==> config.mk <==
export PLATFORM = sky130hd
export DESIGN_NAME = ifetch_ctrl
export DESIGN_NICKNAME = d
export VERILOG_FILES = /design/src/rtl/ifetch_ctrl.sv
export SDC_FILE = /design/constraint.sdc
export NUM_CORES = 1
export LEC_CHECK = 0
export CORE_UTILIZATION = 25
export CTS_CLUSTER_DIAMETER = 120
export DETAILED_ROUTE_END_ITERATION = 8
export PLACE_DENSITY_LB_ADDON = 0.12
export SLEW_MARGIN = 20
export SYNTH_ARGS = -nofsm -noshare
export SYNTH_HDL_FRONTEND = slang
export SYNTH_SLANG_ARGS = --single-unit
export TNS_END_PERCENT = 100
==> constraint.sdc <==
create_clock -name clk -period 1.78 [get_ports clk]
set_input_delay 0.356 -clock clk [delete_from_list [all_inputs] [get_ports clk]]
set_output_delay 0.356 -clock clk [all_outputs]
set_load 0.01 [all_outputs]
==> src/rtl/ifetch_ctrl.sv <==
// ---------------------------------------------------------------------------
// ifetch_ctrl
//
// Instruction-fetch sequencer for the LC-3b pipeline. It runs the
// instruction-memory read handshake, forwards each fetched word to the IR
// with a one-cycle load strobe, and parks the word while decode is stalled.
// On a control-flow redirect it discards the current fetch (or the held
// word) and restarts at the redirect address.
//
// Optional feature macro: IFETCH_PERF_EN
//   defined   -> saturating 16-bit delivered/dropped counters on perf_*
//   undefined -> perf_* tied to 0, no counter flops
//
// Ports
//   clk           in   system clock, rising edge
//   reset_n       in   synchronous active-low reset
//   imem_read     out  read request, held until imem_resp
//   imem_address  out  byte address of the outstanding read
//   imem_rdata    in   instruction word, valid with imem_resp
//   imem_resp     in   one-cycle completion pulse
//   stall         in   decode cannot accept an instruction this cycle
//   flush         in   redirect: discard current fetch, restart at target
//   flush_target  in   redirect byte address (bit 0 forced to 0)
//   load_ir       out  IR load strobe, one cycle per delivered word
//   ir_data       out  word for the IR, valid with load_ir
//   ir_pc         out  address of ir_data, valid with load_ir
//   perf_fetched  out  delivered-instruction count
//   perf_dropped  out  discarded-fetch count
// ---------------------------------------------------------------------------
module ifetch_ctrl (
    input  logic        clk,
    input  logic        reset_n,
    output logic        imem_read,
    output logic [15:0] imem_address,
    input  logic [15:0] imem_rdata,
    input  logic        imem_resp,
    input  logic        stall,
    input  logic        flush,
    input  logic [15:0] flush_target,
    output logic        load_ir,
    output logic [15:0] ir_data,
    output logic [15:0] ir_pc,
    output logic [15:0] perf_fetched,
    output logic [15:0] perf_dropped
);

    typedef enum logic [1:0] {
        FETCH = 2'd0,
        HOLD  = 2'd1,
        DRAIN = 2'd2
    } state_t;

    state_t      state_reg, state_next;
    logic [15:0] pc_reg, pc_next;       // next fetch address
    logic [15:0] addr_reg, addr_next;   // outstanding read address
    logic [15:0] hold_reg, hold_next;   // word parked during a stall
    logic        run_reg;               // set by the first edge out of reset

    logic        active;
    logic [15:0] target;
    logic [15:0] addr_plus2;
    logic        fetch_evt;
    logic        drop_evt;

    // Outputs stay quiet while reset is asserted and for the cycle between
    // reset release and the first clean edge; any resp seen then is ignored.
    assign active     = reset_n & run_reg;
    assign target     = flush_target & 16'hFFFE;
    assign addr_plus2 = addr_reg + 16'd2;   // wraps 0xFFFE -> 0x0000

    assign imem_address = addr_reg;

    // -----------------------------------------------------------------------
    // Next-state and output logic
    // -----------------------------------------------------------------------
    always_comb begin
        state_next = state_reg;
        pc_next    = pc_reg;
        addr_next  = addr_reg;
        hold_next  = hold_reg;
        imem_read  = 1'b0;
        load_ir    = 1'b0;
        ir_data    = 16'h0000;
        ir_pc      = 16'h0000;
        fetch_evt  = 1'b0;
        drop_evt   = 1'b0;

        if (active) begin
            case (state_reg)
                FETCH: begin
                    imem_read = 1'b1;
                    if (imem_resp) begin
                        if (flush) begin
                            // Word arrives together with a redirect: drop it
                            // and start the new stream right away.
                            drop_evt  = 1'b1;
                            pc_next   = target;
                            addr_next = target;
                        end else if (!stall) begin
                            load_ir   = 1'b1;
                            ir_data   = imem_rdata;
                            ir_pc     = addr_reg;
                            fetch_evt = 1'b1;
                            pc_next   = addr_plus2;
                            addr_next = addr_plus2;
                        end else begin
                            hold_next  = imem_rdata;
                            state_next = HOLD;
                        end
                    end else if (flush) begin
                        // The read in flight cannot be cancelled; remember
                        // where to go and wait for it to complete.
                        pc_next    = target;
                        state_next = DRAIN;
                    end
                end

                HOLD: begin
                    if (flush) begin
                        drop_evt   = 1'b1;
                        pc_next    = target;
                        addr_next  = target;
                        state_next = FETCH;
                    end else if (!stall) begin
                        load_ir    = 1'b1;
                        ir_data    = hold_reg;
                        ir_pc      = addr_reg;
                        fetch_evt  = 1'b1;
                        pc_next    = addr_plus2;
                        addr_next  = addr_plus2;
                        state_next = FETCH;
                    end
                end

                DRAIN: begin
                    imem_read = 1'b1;
                    if (flush) begin
                        pc_next = target;   // latest redirect wins
                    end
                    if (imem_resp) begin
                        drop_evt   = 1'b1;
                        pc_next    = flush ? target : pc_reg;
                        addr_next  = flush ? target : pc_reg;
                        state_next = FETCH;
                    end
                end

                default: begin
                    state_next = FETCH;
                end
            endcase
        end
    end

    // -----------------------------------------------------------------------
    // State registers
    // -----------------------------------------------------------------------
    always_ff @(posedge clk) begin
        if (!reset_n) begin
            state_reg <= FETCH;
            pc_reg    <= 16'h0000;
            addr_reg  <= 16'h0000;
            hold_reg  <= 16'h0000;
            run_reg   <= 1'b0;
        end else begin
            state_reg <= state_next;
            pc_reg    <= pc_next;
            addr_reg  <= addr_next;
            hold_reg  <= hold_next;
            run_reg   <= 1'b1;
        end
    end

    // -----------------------------------------------------------------------
    // Performance counters
    // -----------------------------------------------------------------------
`ifdef IFETCH_PERF_EN
    logic [1:0] perf_evt;
    assign perf_evt = {drop_evt, fetch_evt};

    genvar gi;
    generate
        for (gi = 0; gi < 2; gi++) begin : g_perf
            logic [15:0] cnt_reg;
            always_ff @(posedge clk) begin
                if (!reset_n) begin
                    cnt_reg <= 16'h0000;
                end else if (perf_evt[gi] && (cnt_reg != 16'hFFFF)) begin
                    cnt_reg <= cnt_reg + 16'd1;
                end
            end
        end
    endgenerate

    assign perf_fetched = g_perf[0].cnt_reg;
    assign perf_dropped = g_perf[1].cnt_reg;
`else
    logic unused_perf;
    assign unused_perf  = fetch_evt ^ drop_evt;
    assign perf_fetched = 16'h0000;
    assign perf_dropped = 16'h0000;
`endif

endmodule

Word-level counts from Yosys, hierarchy flattened
Cells that the tools add are included.

Register bits after elaboration: 51. Bits of input ports: 37. Output and inout port bits: 82. Word-level logic and storage cells: 61.

$add $sub $neg: 1. Equal/unequal tests: 8. Muxes and demuxes: 38. Bitwise operators: 2. Reductions and logical operators: 7.

Operator list (number): $mux 16 (18); $pmux 16 s3 (2); $pmux 16 s2 (2); $add 16x2->16 const B (1); $mux 2 (7); $ne 3x3->1 const B (4); $mux 1 (7); $pmux 2 s3 (1); $reduce_and 6->1 (1); $reduce_and 5->1 (1); $ne 2x2->1 const B (2); $reduce_and 4->1 (1); $reduce_bool 3->1 (1); $eq 2x1->1 const B (1); $eq 2x2->1 const B (1); $logic_not 2->1 (1); $pmux 1 s2 (1); $reduce_and 2->1 (1); $reduce_or 2->1 (1); $and 1x1->1 (1); $not 1->1 (1).

Logic depth before layout (Yosys ltp)
Depth after elaboration: 5. Mapped depth: 10. Mapped depth without buffers: 7.

Worst setup path before layout
Ideal clock, no wire load.

Path kind: reg2out. From: register state_reg[0]. To: output ir_pc[11]. Arrival: 1.690 ns. Data required time: 1.424 ns. Path slack: -0.266 ns. Stages on the path, launching flop included: 9. Path buffers: 1. Cell sequence: dfxtp_1 -> inv_1 -> ha_1 -> nand2_1 -> nor3_2 -> nor2_1 -> nor2_1 -> buf_2 -> and2_1.

Longest elaborated chain between the ends: 3. Elaborated cells between the ends (all ways): 4. Classes of those cells: eq/ne (1); mux (2); reduce/logical (1).

RTL lines: start: declaration (RTL line 53) `state_t state_reg, state_next;`; start signal: assignment (RTL line 166) `state_reg <= state_next;`; $eq 2x1->1 or $logic_not 2->1 (tied branches) (RTL line 89) `case (state_reg)`; $pmux 16 s2 * (RTL line 89); $mux 16 * (RTL line 88) `if (active) begin`; end: declaration (RTL line 42) `output logic [15:0] ir_pc,`.

Mark *: on every way between the ends. The rest lies on a longest branch, timed or not.

Worst setup path in the final report
From: register state_reg[0]. To: output ir_pc[1].

The elaborated chain is that of the path after synthesis.

==> flow_summary.yaml <==
final_layout:
  layout-drive-gt1-share_pct: 39.9
  diodes: 0
  final-seq-area_um2: 1030
  multiInputGateArea_um2: 2870
  nets: 716
  fill_cells: 1418
  syn2layout_area_growth_pct: 68.4
timing:
  setup_ws_ns: -0.403
  hold_viol_final: 0
  finClkSkew_ns: 0.00519
  final.period_utilization_pct: 123
  fmax_ghz: 0.458
  tns_ns: -11.98
  layout_min_cycle_time_ns: 2.18
  rsz0062_at_grt: "true"
  holdWs_ns: 0.465
  slew_violations: 0
  setup_viol: 48
global_routing:
  antenna_found_initial: 0
  grt_pass1_vias: 3971
  overflow: 0
  grt_pass1_wl_um: 21000
  track_usage_pct: 18.3
  grt_max_degree: 35
critical_path:
  crit_required_ns: 1.42
  path_cells: "inv_4 > ha_4 > nand2_4 > nor3_4 > buf_6 > nor2_4 > nor2_4 > buf_8 > and2_1 > buf_2"
  worst-path-stages: 10
  r2r-end: "imem_address[11]$_SDFFE_PN0P_"
  slowest_stage: "dfxtp_4"
  cp.arrival_ns: 1.83
  path_buf_inv: 4
  worstSetupStartpoint: "state_reg[0]$_SDFFE_PN0P_"
  worstSetupStartpointType: "flip-flop"
  worst-r2r-cell-count: 10
  crit_top_cell: "nor2_4"
  slowest_delay_ns: 0.37
  timing.rr.start: "state_reg[0]$_SDFFE_PN0P_"
  crit_fanout: 8
  crit_end: "ir_pc[1]"
  rrSetupSlack_ns: -0.14
  cp_top_family: "simple AND/OR/NAND/NOR gates"
  worstSetupPathType: "reg2out"
  critPathCaptureType: "output port"
yosys:
  syn_area_um2: 3670
  synth-edff-count: 0
  yosys.area.top_type: "dfxtp_1"
  synth_warnings: 0
  synth-main-ff-cell: "dfxtp_1"
  syn_area_per_cell_um2: 7.26
  yosysTopAreaCellShare_pct: 27.8
  ys_seq_elements: 51
  synth-seq-area-share_pct: 27.8
  synth_cell_types: 63
  postSynthCellCount: 505
  synth_area_leaders: "dfxtp_1 28%, buf_4 7.2%, nand2_1 7.0%, o21ai_0 5.9%, a21oi_1 4.1%"
  synthArstFlopShare_pct: 0
floorplan:
  fp.dieH_um: 123
  start_util_pct: 26.0
  rows: 43
  core_area_um2: 14100
  dieArea_um2: 15200
  io_pins: 119
  fp.dieW_um: 123
placed_design:
  port_buffers: 85
  dp_hpwl_um: 9440
  gp_congestion: 0.827
power:
  p_clk_share_pct: 33.5
  pwr-share-seq_pct: 38.9
  ir_worst_vdd_mv: 0.296
  internal_power_w: 0.00219
  netSwitchingFraction_pct: 31.1
  power.density_nw_per_um2: 514
  p_sw_w: 0.000989
  p_leak_nw: 2.52
  power_frac_comb_pct: 27.6
drt:
  drtPass1Iterations: 4
  drc: 0
  avgViaCountPerCell: 4.87
  wirelength_um: 13700
  drt-wirelength-per-cell_um: 16.0
  vias: 4165
  dr.first_iter.drc_count: 142
  ant_nets: 0
clock_network:
  cts.sinks: 51
  htreeDepth: 2
  cts_inserted_buffers: 5
  cts_tree: "built"
  clk_pin_slew_ns: 0.07
  clockBufferDepth: 2
  clock_tree.root_cell: "clkbuf_16"
  clk_latency_ns: 0.31
flow_run:
  max-cap-violations: 0
worst_hold_path:
  hold_path_class: "reg2reg"
status:
  violations: "setup timing"
  status: "finished, violations left"
final cells by class:
type / count / share of cell area (%)
Clock inverter: 2 / 0.263
Clock buffer: 6 / 2.25
Tap cell: 180 / 3.65
Sequential cell: 51 / 16.7
Timing Repair Buffer: 202 / 30.0
Multi-Input combinational cell: 403 / 46.5
Inverter: 11 / 0.709
synth_stat cells (6+ instances only):
cell type,instances
dfxtp_1,51
a221oi_1,6
o22ai_1,6
buf_2,15
mux2i_1,11
nand2_1,68
o21ai_0,43
xnor2_1,6
clkbuf_1,20
a21oi_1,30
nor3_1,17
a22oi_1,20
nor2b_1,10
nand2b_1,7
xor2_1,7
buf_4,35
nor2_1,37
and2_1,16
nand3_1,16
inv_1,11
routing by layer:
| metal | vias to the layer above | part of all wire [%] | global-route usage [%] |
|---|---|---|---|
| li1 | 2068 | - | - |
| met1 | 1948 | 44 | 23.2 |
| met2 | 130 | 48 | 30.4 |
| met3 | 19 | 5.5 | 3.92 |
| met4 | 0 | 1.8 | 6.48 |
| met5 | - | 0 | 0 |
timing repair:
item	4_1_cts	5_1_grt
pin swaps	33	51
gates cloned	4	1
resized for setup	216	109
endpoints found under the setup margin	85	68
buffers inserted	18	16
hold buffers	0	0
hold endpoints to repair	0	0
cells by family after synthesis:
logic type,after synthesis,synth area share [%]
other,1,0.102
AO/OA/AOI/OAI,150,26.6
multiplexers,12,3.31
adder cells (fa/ha/maj),5,1.71
AND/OR/NAND/NOR,191,24.8
flip-flops,51,27.8
XOR/XNOR,13,3.10
buffers and inverters,82,12.5
how the worst min path moves through the flow:
stage                                          from                        end  slack (ns)  cells past startpoint
after floorplan                             reset_n            run_reg$_DFF_P_        0.38                      0
after global placement     hold_reg[0]$_SDFFE_PN0P_   hold_reg[0]$_SDFFE_PN0P_        0.44                      2
after detailed placement  hold_reg[15]$_SDFFE_PN0P_  hold_reg[15]$_SDFFE_PN0P_        0.45                      2
after CTS                 hold_reg[11]$_SDFFE_PN0P_  hold_reg[11]$_SDFFE_PN0P_        0.47                      2
after global routing       hold_reg[4]$_SDFFE_PN0P_   hold_reg[4]$_SDFFE_PN0P_        0.49                      2
final                      hold_reg[3]$_SDFFE_PN0P_   hold_reg[3]$_SDFFE_PN0P_        0.46                      2
cell usage in the layout (no fill, tap or decap), types with 5 or more instances in the layout:
cell             synthesis  final
dfxtp_1                 51     45
o21ai_1                  2     17
inv_1                   11      9
and2_4                   0     14
nor2b_1                 10      6
mux2i_1                 11     10
a22oi_2                  0     12
nand2b_1                 7      7
clkbuf_16                0      5
nand2_1                 68     65
buf_6                    0     42
nand3_1                 16     13
xor2_1                   7      6
xnor2_1                  6      6
clkdlybuf4s50_1          0     45
a21oi_1                 30     18
conb_1                   1     32
nor2_1                  37     30
o211ai_1                 5      5
buf_12                   0      6
a21oi_2                  1     11
nor3_1                  17     13
dfxtp_2                  0      5
buf_4                   35     81
o21ai_0                 43     23
a22oi_1                 20      8
buf_2                   15     21
through the flow:
step,area [um^2],std cells,utilization [%],total power [W],setup WS (ns)
after floorplan,3860,536,-,0.00165,-0.0331
after global placement,5200,815,36.9,0.00196,-0.780
after detailed placement,5200,815,36.9,0.00196,-0.788
after CTS,5780,844,41.0,0.00312,-0.418
after global routing,6180,855,43.8,0.00333,-0.483
final,6180,855,43.8,0.00318,-0.403
power by group through the flow:
| stage | Sequential (W) | Clock, W | Combinational [W] |
|---|---|---|---|
| after floorplan | 0.00126 | 0 | 0.000395 |
| after global placement | 0.00126 | 0 | 0.000702 |
| after detailed placement | 0.00126 | 0 | 0.000705 |
| after CTS | 0.00123 | 0.00110 | 0.000789 |
| after global routing | 0.00124 | 0.00114 | 0.000948 |
| final | 0.00124 | 0.00106 | 0.000876 |
worst register-to-register path, cell delays in order (launching register included):
cell	delay, ns
dfxtp_4	0.38
inv_4	0.04
buf_4	0.13
ha_4	0.16
buf_6	0.12
buf_6	0.11
buf_4	0.13
o21ai_4	0.31
buf_6	0.18
a31oi_4	0.03
a31o_2	0.22
Note: power is estimated with default switching activity, not from simulation.
